===== src/rtl/card_game_ctrl.sv =====
// Card-match game controller: ROWS x COLS grid, LFSR shuffle, per-round time limit
// counted in video frames, and a timed face-up hold after a mismatched pair.
module card_game_ctrl #(
  parameter int          ROWS        = 4,
  parameter int          COLS        = 4,
  parameter int          FRAME_HZ    = 60,
  parameter int          TIME_LIMIT  = 120,
  parameter int          SHOW_FRAMES = 30,
  parameter logic [15:0] LFSR_SEED   = 16'hACE1,
  localparam int         N           = ROWS * COLS,
  localparam int         IDX_W       = $clog2(N),
  localparam int         FACE_W      = (N / 2 > 1) ? $clog2(N / 2) : 1
) (
  input  logic                  clk,
  input  logic                  rst,
  input  logic                  vs_in,
  input  logic                  cmd_valid,
  input  logic [7:0]            cmd_code,
  output logic [1:0]            state,
  output logic                  busy,
  output logic [IDX_W-1:0]      cursor,
  output logic [N-1:0]          card_open,
  output logic [N-1:0]          card_found,
  output logic [N*FACE_W-1:0]   card_face,
  output logic [11:0]           left_time
);

  localparam int ROW_W  = $clog2(ROWS);
  localparam int COL_W  = $clog2(COLS);
  localparam int FR_W   = (FRAME_HZ > 1) ? $clog2(FRAME_HZ) : 1;
  localparam int HOLD_W = $clog2(SHOW_FRAMES + 1);
  localparam int SH_W   = $clog2(4 * N);

  localparam logic [7:0] CMD_UP    = 8'h31;
  localparam logic [7:0] CMD_DOWN  = 8'h32;
  localparam logic [7:0] CMD_LEFT  = 8'h33;
  localparam logic [7:0] CMD_RIGHT = 8'h34;
  localparam logic [7:0] CMD_SEL   = 8'h35;
  localparam logic [7:0] CMD_ABORT = 8'h36;

  localparam logic [11:0]      TIME_INIT = 12'(TIME_LIMIT);
  localparam logic [IDX_W-1:0] COLS_I    = IDX_W'(COLS);
  localparam logic [ROW_W-1:0] ROW_LAST  = ROW_W'(ROWS - 1);
  localparam logic [COL_W-1:0] COL_LAST  = COL_W'(COLS - 1);

  // Encoding puts busy in bit 2 and the reported state in bits 1:0, so both
  // outputs come straight off the phase flops.
  typedef enum logic [2:0] {
    P_IDLE    = 3'b000,
    P_PLAY    = 3'b001,
    P_WIN     = 3'b010,
    P_LOSE    = 3'b011,
    P_SHUFFLE = 3'b100,
    P_HOLD    = 3'b101
  } phase_t;

  phase_t             phase;
  logic               vs_q;
  logic [15:0]        lfsr;
  logic [FACE_W-1:0]  face [N];
  logic [IDX_W-1:0]   swap_a, first_idx, second_idx;
  logic [SH_W-1:0]    shuf_cnt;
  logic [ROW_W-1:0]   row;
  logic [COL_W-1:0]   col;
  logic [FR_W-1:0]    frame_cnt;
  logic [HOLD_W-1:0]  hold_cnt;
  logic               first_held, cmp_pend;

  logic               tick, in_game, frame_wrap, timeout;
  logic               faces_eq, win_now, sel_ok;
  logic               cmd_up, cmd_down, cmd_left, cmd_right, cmd_sel, cmd_abort;
  logic [IDX_W-1:0]   lfsr_b;
  logic [N-1:0]       pair_mask;

  assign state = phase[1:0];
  assign busy  = phase[2];

  assign cmd_up    = cmd_valid && (cmd_code == CMD_UP);
  assign cmd_down  = cmd_valid && (cmd_code == CMD_DOWN);
  assign cmd_left  = cmd_valid && (cmd_code == CMD_LEFT);
  assign cmd_right = cmd_valid && (cmd_code == CMD_RIGHT);
  assign cmd_sel   = cmd_valid && (cmd_code == CMD_SEL);
  assign cmd_abort = cmd_valid && (cmd_code == CMD_ABORT);

  assign tick       = vs_in & ~vs_q;
  assign lfsr_b     = lfsr[IDX_W-1:0];
  assign in_game    = (phase == P_PLAY) || (phase == P_HOLD);
  assign frame_wrap = tick && (frame_cnt == FR_W'(FRAME_HZ - 1));
  assign timeout    = in_game && frame_wrap && (left_time == 12'd1);
  assign pair_mask  = (N'(1) << first_idx) | (N'(1) << second_idx);
  assign faces_eq   = (face[first_idx] == face[second_idx]);
  assign win_now    = cmp_pend && faces_eq && (&(card_found | pair_mask));
  assign sel_ok     = (phase == P_PLAY) && !cmp_pend && cmd_sel &&
                      !card_open[cursor] && !card_found[cursor];

  // NOTE: every bit of a combinational output gets a default before the loop
  // fills it in, so no path through the block can leave it unassigned (latch).
  always_comb begin
    card_face = '0;
    for (int i = 0; i < N; i++) card_face[i*FACE_W +: FACE_W] = face[i];
  end

  // NOTE: sequential state uses non-blocking assignments only; later
  // assignments in this block deliberately override earlier ones (abort last).
  always_ff @(posedge clk or posedge rst) begin
    if (rst) begin
      phase      <= P_IDLE;
      vs_q       <= 1'b0;
      lfsr       <= LFSR_SEED;
      cursor     <= '0;
      row        <= '0;
      col        <= '0;
      card_open  <= '0;
      card_found <= '0;
      left_time  <= TIME_INIT;
      // NOTE: the face table is reset on purpose: the display needs a defined
      // identity layout before the first shuffle, so it is a small register
      // file rather than a RAM.
      for (int i = 0; i < N; i++) face[i] <= FACE_W'(i >> 1);
      swap_a     <= '0;
      shuf_cnt   <= '0;
      first_idx  <= '0;
      second_idx <= '0;
      frame_cnt  <= '0;
      hold_cnt   <= '0;
      first_held <= 1'b0;
      cmp_pend   <= 1'b0;
    end else begin
      vs_q <= vs_in;
      lfsr <= {lfsr[14:0], lfsr[15] ^ lfsr[13] ^ lfsr[12] ^ lfsr[10]};

      case (phase)
        P_IDLE, P_WIN, P_LOSE: begin
          if (cmd_sel) begin
            phase <= P_SHUFFLE;
            for (int i = 0; i < N; i++) face[i] <= FACE_W'(i >> 1);
            swap_a     <= '0;
            shuf_cnt   <= '0;
            first_held <= 1'b0;
            cmp_pend   <= 1'b0;
          end
        end

        P_SHUFFLE: begin
          // Out-of-range LFSR draws (non power-of-two grids) are simply skipped.
          if (int'(lfsr_b) < N) begin
            face[swap_a] <= face[lfsr_b];
            face[lfsr_b] <= face[swap_a];
          end
          swap_a   <= (swap_a == IDX_W'(N - 1)) ? '0 : swap_a + IDX_W'(1);
          shuf_cnt <= shuf_cnt + SH_W'(1);
          if (shuf_cnt == SH_W'(4 * N - 1)) begin
            phase      <= P_PLAY;
            cursor     <= '0;
            row        <= '0;
            col        <= '0;
            card_open  <= '0;
            card_found <= '0;
            left_time  <= TIME_INIT;
            frame_cnt  <= '0;
            hold_cnt   <= '0;
          end
        end

        P_PLAY, P_HOLD: begin
          if (cmd_up && row != '0) begin
            row    <= row - ROW_W'(1);
            cursor <= cursor - COLS_I;
          end else if (cmd_down && row != ROW_LAST) begin
            row    <= row + ROW_W'(1);
            cursor <= cursor + COLS_I;
          end else if (cmd_left && col != '0) begin
            col    <= col - COL_W'(1);
            cursor <= cursor - IDX_W'(1);
          end else if (cmd_right && col != COL_LAST) begin
            col    <= col + COL_W'(1);
            cursor <= cursor + IDX_W'(1);
          end

          if (tick) frame_cnt <= frame_wrap ? '0 : frame_cnt + FR_W'(1);
          if (frame_wrap) left_time <= left_time - 12'd1;

          // Completing the board outranks a coincident timeout.
          if (win_now) begin
            card_found <= card_found | pair_mask;
            card_open  <= card_open & ~pair_mask;
            first_held <= 1'b0;
            cmp_pend   <= 1'b0;
            phase      <= P_WIN;
          end else if (timeout) begin
            cmp_pend <= 1'b0;
            phase    <= P_LOSE;
          end else if (cmp_pend) begin
            cmp_pend <= 1'b0;
            if (faces_eq) begin
              card_found <= card_found | pair_mask;
              card_open  <= card_open & ~pair_mask;
              first_held <= 1'b0;
            end else begin
              hold_cnt <= '0;
              phase    <= P_HOLD;
            end
          end else if (phase == P_HOLD) begin
            if (tick) begin
              if (hold_cnt == HOLD_W'(SHOW_FRAMES - 1)) begin
                card_open  <= card_open & ~pair_mask;
                first_held <= 1'b0;
                phase      <= P_PLAY;
              end else begin
                hold_cnt <= hold_cnt + HOLD_W'(1);
              end
            end
          end else if (sel_ok) begin
            card_open[cursor] <= 1'b1;
            if (!first_held) begin
              first_held <= 1'b1;
              first_idx  <= cursor;
            end else begin
              second_idx <= cursor;
              cmp_pend   <= 1'b1;
            end
          end
        end

        default: phase <= P_IDLE;
      endcase

      if (cmd_abort && phase != P_SHUFFLE) begin
        phase      <= P_IDLE;
        card_open  <= '0;
        card_found <= '0;
        left_time  <= TIME_INIT;
        first_held <= 1'b0;
        cmp_pend   <= 1'b0;
        frame_cnt  <= '0;
        hold_cnt   <= '0;
      end
    end
  end

endmodule


===== config.mk =====
export PLATFORM = sky130hd
export DESIGN_NAME = card_game_ctrl
export DESIGN_NICKNAME = d
export VERILOG_FILES = /design/src/rtl/card_game_ctrl.sv
export SDC_FILE = /design/constraint.sdc
export NUM_CORES = 1
export LEC_CHECK = 0
export CORE_ASPECT_RATIO = 0.9
export CORE_MARGIN = 1
export CORE_UTILIZATION = 40
export CTS_BUF_LIST = sky130_fd_sc_hd__clkbuf_16
export CTS_CLUSTER_SIZE = 40
export DETAILED_ROUTE_END_ITERATION = 8
export GPL_ROUTABILITY_DRIVEN = 0
export PLACE_DENSITY_LB_ADDON = 0.1
export SYNTH_ARGS = -nofsm -noshare
export SYNTH_HDL_FRONTEND = slang
export SYNTH_SLANG_ARGS = --single-unit

===== constraint.sdc =====
create_clock -name clk -period 4.3 [get_ports clk]
set_input_delay 0.645 -clock clk [delete_from_list [all_inputs] [get_ports clk]]
set_output_delay 0.645 -clock clk [all_outputs]
set_load 0.05 [all_outputs]

==> flow_results.xml <==
<?xml version="1.0" encoding="UTF-8"?>
<metrics>
  <group name="worst_setup_path">
    <metric name="cell_by_cell_trace_of_the_critical_path" unit="">nand2b_1, o22ai_1, o22ai_1, or4_1, nor4_2, a21oi_1, o21ai_4, nand2_1, o221a_1</metric>
    <metric name="cp.arrival" unit="ns">4.03</metric>
    <metric name="worstSetupEndpointType" unit="">flip-flop</metric>
    <metric name="cp_slowest_cell" unit="">sky130_fd_sc_hd__dfrtp_1</metric>
    <metric name="timing.critical_path.from_type" unit="">flip-flop</metric>
    <metric name="path_max_fanout" unit="">17</metric>
    <metric name="slowest_delay" unit="ns">0.81</metric>
    <metric name="cp_most_frequent_cell" unit="">sky130_fd_sc_hd__o22ai_1</metric>
    <metric name="path_class" unit="">flip-flop to flip-flop</metric>
    <metric name="cp_data_required_time" unit="ns">4.62</metric>
  </group>
  <group name="timing">
    <metric name="grt_setup_unrepaired" unit="">false</metric>
    <metric name="max_slew_margin" unit="%">16.9</metric>
    <metric name="skew" unit="ns">0.0129</metric>
    <metric name="setup_viol_count_final" unit="">0</metric>
    <metric name="final.period_utilization" unit="%">86.4</metric>
    <metric name="worst-slew-pin-transition" unit="ns">1.24</metric>
    <metric name="final.min_clock_period" unit="ns">3.71</metric>
    <metric name="timing.fmax" unit="GHz">0.269</metric>
    <metric name="report.final.slew_viol_count" unit="">0</metric>
    <metric name="hold_violations" unit="">0</metric>
    <metric name="setup_tns" unit="ns">0</metric>
    <metric name="finalWorstSetupSlack" unit="ns">0.586</metric>
  </group>
  <group name="grt">
    <metric name="grt_pass1_wl" unit="mm">50.1</metric>
    <metric name="use_met3" unit="%">4.55</metric>
    <metric name="use_met1" unit="%">39.5</metric>
    <metric name="grt_start_max_net_pins" unit="">152</metric>
    <metric name="overflow" unit="">0</metric>
    <metric name="grt-busiest-layer" unit="">met1</metric>
    <metric name="grtUsageTotal" unit="%">26.1</metric>
    <metric name="grt_pass1_vias" unit="">8587</metric>
    <metric name="grt.met2_usage" unit="%">37.2</metric>
    <metric name="number_of_antenna_violations_at_the_first_check_in_global_routing" unit="">0</metric>
  </group>
  <group name="power_and_ir_drop">
    <metric name="p_leak" unit="nW">4.66</metric>
    <metric name="vdd_ir_drop_max" unit="mV">0.237</metric>
    <metric name="power-per-cell-area" unit="nW/um2">281</metric>
  </group>
  <group name="drt">
    <metric name="antenna_violating_nets_post_route" unit="">0</metric>
    <metric name="vias" unit="">8985</metric>
    <metric name="first_iter_violations" unit="">946</metric>
    <metric name="pre_repair_dr_iteration_count" unit="">5</metric>
    <metric name="post-route-drc-count" unit="">0</metric>
    <metric name="routed_via_density" unit="">6.39</metric>
    <metric name="wirelength" unit="mm">32.1</metric>
    <metric name="drt-wirelength-per-cell" unit="um">22.8</metric>
  </group>
  <group name="synthesis">
    <metric name="ys_seq_area_share" unit="%">39.1</metric>
    <metric name="avgSynthCellArea" unit="um2">9.66</metric>
    <metric name="syn_area" unit="um2">9770</metric>
    <metric name="synthesis_stage_register_bit_count" unit="">151</metric>
    <metric name="distinct_cell_type_count_after_synthesis" unit="">72</metric>
    <metric name="syn_nets" unit="">1041</metric>
    <metric name="yosysTopAreaCell" unit="">sky130_fd_sc_hd__dfrtp_1</metric>
    <metric name="yosysWarnings" unit="">0</metric>
    <metric name="ys_top_cells_by_area" unit="">sky130_fd_sc_hd__dfrtp_1 29%, sky130_fd_sc_hd__mux4_2 12%, sky130_fd_sc_hd__dfstp_2 9.7%</metric>
    <metric name="synth_top_cell_area_share" unit="%">29.4</metric>
    <metric name="synth_enable_flop_cells" unit="">0</metric>
    <metric name="postSynth.asyncResetShare" unit="%">100</metric>
    <metric name="syn-instance-count" unit="">1012</metric>
    <metric name="most_used_flip_flop_cell_after_synthesis" unit="">sky130_fd_sc_hd__dfrtp_1</metric>
  </group>
  <group name="cts">
    <metric name="ctsHtreeMaxLevel" unit="">4</metric>
    <metric name="clock_tree_from_tritoncts" unit="">yes</metric>
    <metric name="numClockSinks" unit="">151</metric>
    <metric name="numCtsBuffers" unit="">17</metric>
    <metric name="worstSkewPairLatency" unit="ns">0.43</metric>
    <metric name="cts.repair.resized" unit="">0</metric>
    <metric name="post_cts.repair.setup_buffers" unit="">0</metric>
    <metric name="clk_pin_slew_worst_paths" unit="ns">0.07</metric>
    <metric name="clock_path_buffers" unit="">2</metric>
    <metric name="ctsHoldBuffers" unit="">0</metric>
    <metric name="root_buffer" unit="">sky130_fd_sc_hd__clkbuf_16</metric>
  </group>
  <group name="placed_design">
    <metric name="place_ws" unit="ns">0.517</metric>
    <metric name="buffer_ports.inserted" unit="">110</metric>
    <metric name="place_hpwl" unit="mm">22.4</metric>
  </group>
  <group name="finish">
    <metric name="insertedDiodeCount" unit="">0</metric>
    <metric name="post_route_cells_drive_above_1_share" unit="%">14.0</metric>
    <metric name="design.final.nets" unit="">1121</metric>
    <metric name="layout_overhead_on_the_synthesized_area" unit="%">19.4</metric>
  </group>
  <group name="floorplan">
    <metric name="count_of_standard_cell_rows" unit="">53</metric>
    <metric name="coreArea" unit="um2">23700</metric>
    <metric name="chipWidth" unit="um">167</metric>
    <metric name="top_level_ports" unit="">111</metric>
    <metric name="floorplan.die_area" unit="um2">25100</metric>
    <metric name="initial_core_util" unit="%">41.3</metric>
    <metric name="chipHeight" unit="um">150</metric>
  </group>
  <group name="job">
    <metric name="max_cap_violations" unit="">0</metric>
  </group>
  <group name="run_status">
    <metric name="outcome" unit="">complete, no violations</metric>
  </group>
  <group name="hold_path">
    <metric name="timing.hold.worst.class" unit="">flip-flop to flip-flop</metric>
  </group>
</metrics>
[final timing paths]
| check | from | endpoint | slack (ns) | depth (start not counted) |
|---|---|---|---|---|
| setup / recovery | first_idx[0] | card_open[4] | 0.59 | 9 |
| hold / removal | lfsr[4] | lfsr[5] | 0.35 | 0 |
| setup reg to reg | first_idx[0] | card_open[4] | 0.59 | 9 |
| hold reg to reg | lfsr[4] | lfsr[5] | 0.35 | 0 |
| max in group asynchronous | rst | swap_a[1] | 2.78 | 3 |
| min in group asynchronous | rst | lfsr[14] | 0.75 | 3 |
[through the flow]
stage	utilization, %	area [um2]	instances	hold WS [ns]	total power, mW
final	49.3	11700	1407	0.349	3.28
after CTS	49.3	11700	1407	0.351	3.32
after floorplan	-	9780	1012	0.331	1.69
after global placement	46.8	11100	1375	0.335	1.80
after global routing	49.3	11700	1407	0.356	3.40
after detailed placement	46.8	11100	1375	0.342	1.80
[cell type report]
class,count,area [um2]
sequential,151,3820
clock buffer,17,425
inverter,51,195
fill,2184,12000
clock inverter,15,155
tap,302,378
multi-input combinational,745,5460
timing repair buffer,126,1230
[per-layer routing]
| metal | share of wire (%) | vias up |
|---|---|---|
| met5 | 0 | - |
| met4 | 2.1 | 0 |
| met3 | 8.5 | 52 |
| met2 | 43 | 453 |
| met1 | 46 | 4509 |
| li1 | - | 3971 |
[power by group]
part | switching, mW | leakage [nW] | total [mW] | internal (mW)
Sequential | 0.0530 | 1.71 | 1.51 | 1.46
Clock | 0.653 | 0.280 | 1.51 | 0.857
Combinational | 0.169 | 2.68 | 0.263 | 0.0941
Total | 0.875 | 4.66 | 3.28 | 2.41
[synth_stat cells (7+ instances only)]
library cell               number
sky130_fd_sc_hd__o22ai_1       69
sky130_fd_sc_hd__nand3_1       42
sky130_fd_sc_hd__nand2b_1      18
sky130_fd_sc_hd__nand2_1       86
sky130_fd_sc_hd__mux2i_1        9
sky130_fd_sc_hd__dfstp_2       36
sky130_fd_sc_hd__dfrtp_1      115
sky130_fd_sc_hd__a22oi_1       24
sky130_fd_sc_hd__clkbuf_1      48
sky130_fd_sc_hd__and3_1        13
sky130_fd_sc_hd__o21ai_0       48
sky130_fd_sc_hd__o22a_1         7
sky130_fd_sc_hd__nor2_1        76
sky130_fd_sc_hd__mux4_2        50
sky130_fd_sc_hd__mux2_1         8
sky130_fd_sc_hd__a41o_1        10
sky130_fd_sc_hd__a22o_1        19
sky130_fd_sc_hd__xnor2_1       11
sky130_fd_sc_hd__nor3_1        21
sky130_fd_sc_hd__or3_1         11
sky130_fd_sc_hd__nor2b_1       22
sky130_fd_sc_hd__a31oi_1       25
sky130_fd_sc_hd__a21oi_1       56
sky130_fd_sc_hd__ha_1          16
sky130_fd_sc_hd__nand4_1        7
sky130_fd_sc_hd__inv_1         51
sky130_fd_sc_hd__xor2_1         9
[sequential cells by signal, indices dropped and copies added, names as in the netlist]
| name | flops |
|---|---|
| card_face | 48 |
| card_found | 16 |
| card_open | 16 |
| cmp_pend | 1 |
| col | 2 |
| cursor | 4 |
| first_held | 1 |
| first_idx | 4 |
| frame_cnt | 6 |
| hold_cnt | 5 |
| left_time | 12 |
| lfsr | 16 |
| phase | 3 |
| row | 2 |
| second_idx | 4 |
| shuf_cnt | 6 |
| swap_a | 4 |
| vs_q | 1 |
[critical path, delay by kind of cell, from the launching register on]
kind	cells	cell delay, ns
AOI/OAI and AO/OA	5	1.28
DFF	1	0.81
and+or+nand+nor	4	1.51
[cells by family (layout without fill, tap and decap cells)]
kind of cell | count (synthesis) | count (layout) | synth area share [%]
DFF | 151 | 151 | 39.1
and+or+nand+nor | 334 | 334 | 17.2
adders and majority gates | 17 | 17 | 2.25
xor gates and xnor gates | 20 | 20 | 1.79
AOI/OAI and AO/OA | 307 | 307 | 21.1
muxes | 67 | 67 | 13.4
buffers and inverters | 116 | 209 | 5.10
[placed cells by master, fill, tap and decap left out, types with 18 or more instances in the layout]
master,netlist,final
sky130_fd_sc_hd__a21oi_1,56,56
sky130_fd_sc_hd__inv_1,51,51
sky130_fd_sc_hd__mux4_2,50,50
sky130_fd_sc_hd__a22o_1,19,19
sky130_fd_sc_hd__nand2_1,86,86
sky130_fd_sc_hd__o22ai_1,69,69
sky130_fd_sc_hd__nor2_1,76,76
sky130_fd_sc_hd__nor2b_1,22,22
sky130_fd_sc_hd__nand3_1,42,42
sky130_fd_sc_hd__a22oi_1,24,24
sky130_fd_sc_hd__o21ai_0,48,48
sky130_fd_sc_hd__dfstp_2,36,36
sky130_fd_sc_hd__nor3_1,21,20
sky130_fd_sc_hd__nand2b_1,18,18
sky130_fd_sc_hd__a31oi_1,25,25
sky130_fd_sc_hd__clkdlybuf4s50_1,0,110
sky130_fd_sc_hd__dfrtp_1,115,115
Power figures use the tool's default switching activity.
